## config.mk

```make
export PLATFORM = sky130hd
export DESIGN_NAME = matrix_b_dbuf_loader
export DESIGN_NICKNAME = d
export VERILOG_FILES = /design/src/rtl/matrix_pkg.sv /design/src/rtl/matrix_bank.sv /design/src/rtl/matrix_b_dbuf_loader.sv
export SDC_FILE = /design/constraint.sdc
export NUM_CORES = 2
export LEC_CHECK = 0
export CAP_MARGIN = 20
export CORE_MARGIN = 4
export CORE_UTILIZATION = 30
export DETAILED_ROUTE_END_ITERATION = 10
export PLACE_DENSITY_LB_ADDON = 0.2
export SYNTH_ARGS = -nofsm -noshare
export SYNTH_HDL_FRONTEND = slang
export SYNTH_SLANG_ARGS = --single-unit
```

## constraint.sdc

```tcl
create_clock -name clk -period 3.75 [get_ports clk]
set_input_delay 0.75 -clock clk [delete_from_list [all_inputs] [get_ports clk]]
set_output_delay 0.75 -clock clk [all_outputs]
set_load 0.005 [all_outputs]
```

## src/rtl/matrix_pkg.sv

```systemverilog
// Shared definitions for the matrix operand loader and the compute array that
// reads its flat output bus.
//   DefDataW    - default element width
//   order_e     - fill order of one load (row-major / column-major)
//   loader_state_e - loader FSM states
//   elem_offset - bit offset of element (r,c) inside a flat ROWS*COLS*DATA_W bus
package matrix_pkg;

  localparam int unsigned DefDataW = 32;

  typedef enum logic {
    OrderRow = 1'b0,
    OrderCol = 1'b1
  } order_e;

  typedef enum logic [1:0] {
    StIdle,
    StLoad,
    StWaitBank
  } loader_state_e;

  // Element (r,c) occupies bits [offset + data_w - 1 : offset].
  function automatic int unsigned elem_offset(input int unsigned r, input int unsigned c,
                                              input int unsigned cols,
                                              input int unsigned data_w);
    return (r * cols + c) * data_w;
  endfunction

endpackage

```

## src/rtl/matrix_bank.sv

```systemverilog
// One ROWS x COLS register bank of DATA_W-bit elements.
//   clk_i   - clock, rising edge
//   rst_ni  - synchronous active-low clear of all elements
//   we_i    - write wdata_i into element (row_i, col_i)
//   row_i   - row index of the write
//   col_i   - column index of the write
//   wdata_i - element data
//   data_o  - whole bank, element (r,c) at elem_offset(r, c, COLS, DATA_W)
module matrix_bank
  import matrix_pkg::*;
#(
  parameter int unsigned ROWS   = 4,
  parameter int unsigned COLS   = 4,
  parameter int unsigned DATA_W = DefDataW,
  parameter int unsigned CNT_W  = 2
) (
  input  logic                          clk_i,
  input  logic                          rst_ni,
  input  logic                          we_i,
  input  logic [CNT_W-1:0]              row_i,
  input  logic [CNT_W-1:0]              col_i,
  input  logic [DATA_W-1:0]             wdata_i,
  output logic [ROWS*COLS*DATA_W-1:0]   data_o
);

  logic [ROWS*COLS*DATA_W-1:0] data_q, data_d;

  // Per-element decode keeps every part-select constant.
  always_comb begin
    data_d = data_q;
    for (int unsigned r = 0; r < ROWS; r++) begin
      for (int unsigned c = 0; c < COLS; c++) begin
        if (we_i && (row_i == CNT_W'(r)) && (col_i == CNT_W'(c))) begin
          data_d[elem_offset(r, c, COLS, DATA_W) +: DATA_W] = wdata_i;
        end
      end
    end
  end

  always_ff @(posedge clk_i) begin
    if (!rst_ni) begin
      data_q <= '0;
    end else begin
      data_q <= data_d;
    end
  end

  assign data_o = data_q;

endmodule

```

## src/rtl/matrix_b_dbuf_loader.sv

```systemverilog
// Double-buffered matrix operand loader. Streams ROWS*COLS elements over a
// valid/ready handshake into the fill bank while the consumer reads the other.
//   clk, n_reset  - clock and synchronous active-low reset
//   start         - begin a load into the fill bank; col_major sampled with it
//   in_valid/in_data/in_ready - element stream
//   mat_valid     - read bank holds a complete matrix
//   mat_release   - consumer done with the read bank
//   Data_out      - read-bank matrix, zero while mat_valid is low
//   Busy          - LOAD or WAIT_BANK
//   load_done     - pulse in the cycle after the last element is written
//   err_start     - pulse in the cycle after a start seen while busy
module matrix_b_dbuf_loader
  import matrix_pkg::*;
#(
  parameter int unsigned ROWS   = 4,
  parameter int unsigned COLS   = 4,
  parameter int unsigned DATA_W = DefDataW
) (
  input  logic                        clk,
  input  logic                        n_reset,
  input  logic                        start,
  input  logic                        col_major,
  input  logic                        in_valid,
  input  logic [DATA_W-1:0]           in_data,
  output logic                        in_ready,
  output logic                        mat_valid,
  input  logic                        mat_release,
  output logic [ROWS*COLS*DATA_W-1:0] Data_out,
  output logic                        Busy,
  output logic                        load_done,
  output logic                        err_start
);

  localparam int unsigned MaxDim = (ROWS > COLS) ? ROWS : COLS;
  localparam int unsigned CntW   = (MaxDim > 2) ? $clog2(MaxDim) : 1;

  loader_state_e  state_q, state_d;
  order_e         order_q, order_d;
  logic [1:0]     bank_full_q, bank_full_d;
  logic           fill_bank_q, fill_bank_d;
  logic           rd_bank_q, rd_bank_d;
  logic [CntW-1:0] r_q, r_d, c_q, c_d;
  logic           load_done_q, load_done_d;
  logic           err_start_q, err_start_d;

  logic [1:0]     bank_we;
  logic [ROWS*COLS*DATA_W-1:0] bank_data [2];
  logic           handshake, release_fire, r_last, c_last;

  assign in_ready     = (state_q == StLoad);
  assign handshake    = in_valid & in_ready;
  assign mat_valid    = bank_full_q[rd_bank_q];
  assign release_fire = mat_release & mat_valid;
  assign r_last       = (r_q == CntW'(ROWS - 1));
  assign c_last       = (c_q == CntW'(COLS - 1));

  always_comb begin
    state_d     = state_q;
    order_d     = order_q;
    bank_full_d = bank_full_q;
    fill_bank_d = fill_bank_q;
    rd_bank_d   = rd_bank_q;
    r_d         = r_q;
    c_d         = c_q;
    load_done_d = 1'b0;
    err_start_d = 1'b0;
    bank_we     = 2'b00;

    // Release first so a waiting load can see the bank free on this edge.
    if (release_fire) begin
      bank_full_d[rd_bank_q] = 1'b0;
      rd_bank_d              = ~rd_bank_q;
    end

    unique case (state_q)
      StIdle: begin
        if (start) begin
          order_d = col_major ? OrderCol : OrderRow;
          state_d = bank_full_q[fill_bank_q] ? StWaitBank : StLoad;
        end
      end
      StWaitBank: begin
        err_start_d = start;
        if (!bank_full_d[fill_bank_q]) begin
          state_d = StLoad;
        end
      end
      StLoad: begin
        err_start_d = start;
        if (handshake) begin
          bank_we[fill_bank_q] = 1'b1;
          // The last element is (ROWS-1, COLS-1) in either fill order.
          if (r_last && c_last) begin
            bank_full_d[fill_bank_q] = 1'b1;
            fill_bank_d              = ~fill_bank_q;
            r_d                      = '0;
            c_d                      = '0;
            load_done_d              = 1'b1;
            state_d                  = StIdle;
          end else if (order_q == OrderRow) begin
            if (c_last) begin
              c_d = '0;
              r_d = r_q + 1'b1;
            end else begin
              c_d = c_q + 1'b1;
            end
          end else begin
            if (r_last) begin
              r_d = '0;
              c_d = c_q + 1'b1;
            end else begin
              r_d = r_q + 1'b1;
            end
          end
        end
      end
      default: state_d = StIdle;
    endcase
  end

  always_ff @(posedge clk) begin
    if (!n_reset) begin
      state_q     <= StIdle;
      order_q     <= OrderRow;
      bank_full_q <= 2'b00;
      fill_bank_q <= 1'b0;
      rd_bank_q   <= 1'b0;
      r_q         <= '0;
      c_q         <= '0;
      load_done_q <= 1'b0;
      err_start_q <= 1'b0;
    end else begin
      state_q     <= state_d;
      order_q     <= order_d;
      bank_full_q <= bank_full_d;
      fill_bank_q <= fill_bank_d;
      rd_bank_q   <= rd_bank_d;
      r_q         <= r_d;
      c_q         <= c_d;
      load_done_q <= load_done_d;
      err_start_q <= err_start_d;
    end
  end

  for (genvar b = 0; b < 2; b++) begin : g_bank
    matrix_bank #(
      .ROWS   (ROWS),
      .COLS   (COLS),
      .DATA_W (DATA_W),
      .CNT_W  (CntW)
    ) u_bank (
      .clk_i   (clk),
      .rst_ni  (n_reset),
      .we_i    (bank_we[b]),
      .row_i   (r_q),
      .col_i   (c_q),
      .wdata_i (in_data),
      .data_o  (bank_data[b])
    );
  end

  assign Data_out  = mat_valid ? bank_data[rd_bank_q] : '0;
  assign Busy      = (state_q != StIdle);
  assign load_done = load_done_q;
  assign err_start = err_start_q;

endmodule

```

==> results.md <==
* Pin count of the biggest net entering global routing at 139
* Max Root-Sink Buffers at 3
* Layout area overhead at 24.8%
* PortBufs at 554
* Critical R2R Launch: state_q[1]
* Worst-path clk slew at 0.06 ns
* Initial drt markers at 3850
* Hold Fails Final Rpt at 0
* Syn Std Cell Area at 0.0440 mm^2
* Filler Cell Count at 14.9k
* Library cells used by synthesis at 37
* Final hold slack at 0.437 ns
* H-tree depth at 3
* Seq/Total Area, Yosys at 47.2%
* Total negative slack at 0 ns
* Kind of start point of the critical path: register
* Max VDD drop at 0.426 mV
* Clock Latency Late Sink at 0.75 ns
* Setup Viol. Count Final at 0
* Full die area at approximately 0.15 mm^2
* ANT nets after route at 0
* Slew of the pin with the lowest slew margin at 1.17 ns
* Multi-input gate area at between 0.02 and 0.025 mm^2
* Fin crit share at 98.0%
* Unrepaired setup endpoints after global routing: false
* Register bit count reported by yosys at 1037
* Global Route Usage Sum at 22.1%
* Worst path cell trace: buf_12, buf_4, mux2i_1, nor2_1, clkdlybuf4s50_1
* CTS sink count at 1037
* Die W at 391 um
* Synthesized net count at roughly 5.9k
* Critical Path RT at 3.00 ns
* Vert. Die Dim at 391 um
* Setup ws final at 0.0766 ns
* First-pass GRT wire length at 254 mm
* Syn Area/Cell at 7.55 um^2
* Core Box Area at 0.146 mm^2
* Total CTS buffers at 115
* CTS Hold Bufs at 0
* Pre-CTS setup slack at 0.583 ns
* GPL Wtd Cong at approximately 0.78
* CP Class: register to primary output
* DP HPWL at 111 mm
* Fmax at between 200 and 300 MHz
* Type of element capturing the critical path: primary output
* Warnings, synthesis at 0
* Nets at 6161
* Max-cap violations at 0
* Post-layout min period at ~3.7 ns
* Vias at 39.8k
* Number of global-route vias before repair at 36.9k
* Hold WC Path Type: input port to register
* DRC viols at 0
* Max Clock Skew at 0.0263 ns
* Final Power at 23.5 mW
* Boundary Pins at between 500 and 600
* Slowest CP cell: mux2i_1
* Via density at 4.90
* Post-Synthesis Cells at 5823
* LEAKAGE at around 16 nW
* Status: finished, final reports clean
* Worst rel slew slack at 22.1%
* Congestion Overflow GR at 0
* Hold Startpoint: in_data[24]
* Initial core utilization at 30.2%
* Drt wl/cell at approximately 22 um
* First-pass iteration count of the detailed router at 5
* Layout cells sized above 1 at 6.63%
* Worst Path Arrival at a little under 3 ns
* Worst Setup SP: rd_bank_q
* Initial antenna violation count at 12
* Max incr delay on CP at 0.57 ns
* Row count at 140
* Reg area at slightly above 0.02 mm^2
* Pwr Density at 429 mW/mm^2
* Final WL at about 180 mm
* Highest net fanout along the worst path at 26
* CTS tree: built
* Max-slew violation count at 0
* Clock root buffer: clkbuf_16
## layout make-up
class / count / area share (%)
Sequential cell: 1037 / 37.8
Inverter: 12 / 0.0958
Clock inverter: 39 / 0.876
Tap cell: 1917 / 4.37
Antenna cell: 4 / 0.0182
Multi-Input combinational cell: 4235 / 37.9
Clock buffer: 167 / 6.06
Timing Repair Buffer: 711 / 12.8
## layout by cell type, fill, tap and decap left out, types with 3 or more instances in the layout
cell	Yosys	layout
nand2b_1	5	5
clkbuf_8	0	25
or2_2	3	3
dfxtp_1	1037	1036
clkbuf_16	0	115
inv_1	11	11
diode_2	0	4
and3_1	4	4
nand3_1	16	15
buf_4	25	119
inv_6	0	5
clkbuf_1	232	27
mux2i_1	516	509
mux2i_2	0	6
nor2b_1	5	5
and2_1	7	8
nor2_1	540	519
buf_12	0	33
buf_2	257	32
nand3_2	3	4
clkdlybuf4s50_1	0	522
clkinv_2	0	20
bufinv_16	0	9
nand2_1	2072	2072
a21oi_1	1031	1031
ha_1	11	11
nor2_2	3	24
## synthesized netlist by cell type
cell type / count / share of area, %
inv_1: 11 / 0.094
nor2_1: 540 / 4.6
and2_0: 1 / 0.014
o31ai_1: 1 / 0.017
or2_2: 3 / 0.043
a31oi_1: 1 / 0.014
dfxtp_1: 1037 / 47
nand3_1: 16 / 0.18
nor2_2: 3 / 0.043
a211oi_1: 1 / 0.017
nand4_1: 2 / 0.028
a21oi_1: 1031 / 12
mux2_2: 1 / 0.026
ha_1: 11 / 0.31
buf_4: 25 / 0.43
and2_1: 7 / 0.10
a311oi_1: 1 / 0.020
buf_1: 22 / 0.19
and4b_1: 1 / 0.023
a22o_1: 1 / 0.020
clkbuf_1: 232 / 2.0
nand2_1: 2072 / 18
nand2b_1: 5 / 0.071
a221o_1: 1 / 0.023
or3_1: 1 / 0.014
buf_2: 257 / 2.9
inv_2: 1 / 0.0085
buf_6: 3 / 0.077
nand3_2: 3 / 0.068
and2_4: 1 / 0.020
a31o_2: 1 / 0.020
and4_1: 1 / 0.020
and3_1: 4 / 0.057
a21boi_0: 2 / 0.034
nor2b_1: 5 / 0.071
o21ai_0: 2 / 0.023
mux2i_1: 516 / 12
## critical path, delay by kind of cell (launching register included)
family,cells,cell delay (ns)
buffers and inverters,3,1.06
muxes,1,0.57
DFF,1,0.43
and+or+nand+nor,1,0.10
## final timing paths
kind,end,slack (ns),cells after the start
worst max-delay path,Data_out[92],0.08,5
worst max register to register,g_bank[0].u_bank.data_o[500],1.13,7
worst min-delay path,g_bank[0].u_bank.data_o[24],0.44,3
worst min register to register,g_bank[0].u_bank.data_o[56],0.45,2
## metrics by stage
step,instances,utilization [%],instance area [um^2]
global placement,7906,35.0,50900
finish,8122,37.7,54900
floorplan,5823,-,44000
global route,8118,37.7,54900
detailed placement,7907,35.0,50900
CTS,8118,37.7,54800
## logic make-up after synthesis
logic type,after synthesis,synth area share [%]
muxes,517,11.8
adders and majority gates,11,0.313
and+or+nand+nor,2665,23.1
buffers and inverters,551,5.70
DFF,1037,47.2
AOI/OAI and AO/OA,1042,11.9
## timing repair
item | 4_1_cts | 5_1_grt
setup buffers | 4 | 0
pin swaps | 0 | 0
setup endpoints to repair | 184 | 6
gates cloned | 1 | 0
gates resized for setup | 5 | 5
## layer usage
layer / vias up / routed length (um) / share of wire, % / global-route usage, %
met1: 19100 / 80300 / 46 / 30.8
met5: - / 0 / 0 / 0
met4: 0 / 5210 / 3.0 / 6.96
met3: 224 / 9440 / 5.4 / 3.16
li1: 19300 / - / - / -
met2: 1133 / 81100 / 46 / 35.3
## state kept, by name (all words and copies together), names as in the netlist
register / count
g_bank.u_bank.data_o: 1024
r_q: 2
err_start: 1
state_q: 2
load_done: 1
c_q: 2
fill_bank_q: 1
bank_full_q: 2
order_q: 1
rd_bank_q: 1
## report_power, final
group | switching, mW | internal (mW)
sequential | 0.0186 | 11.0
combinational | 0.739 | 0.161
clock | 4.81 | 6.74
No activity file was read; power rests on OpenSTA's default activity.
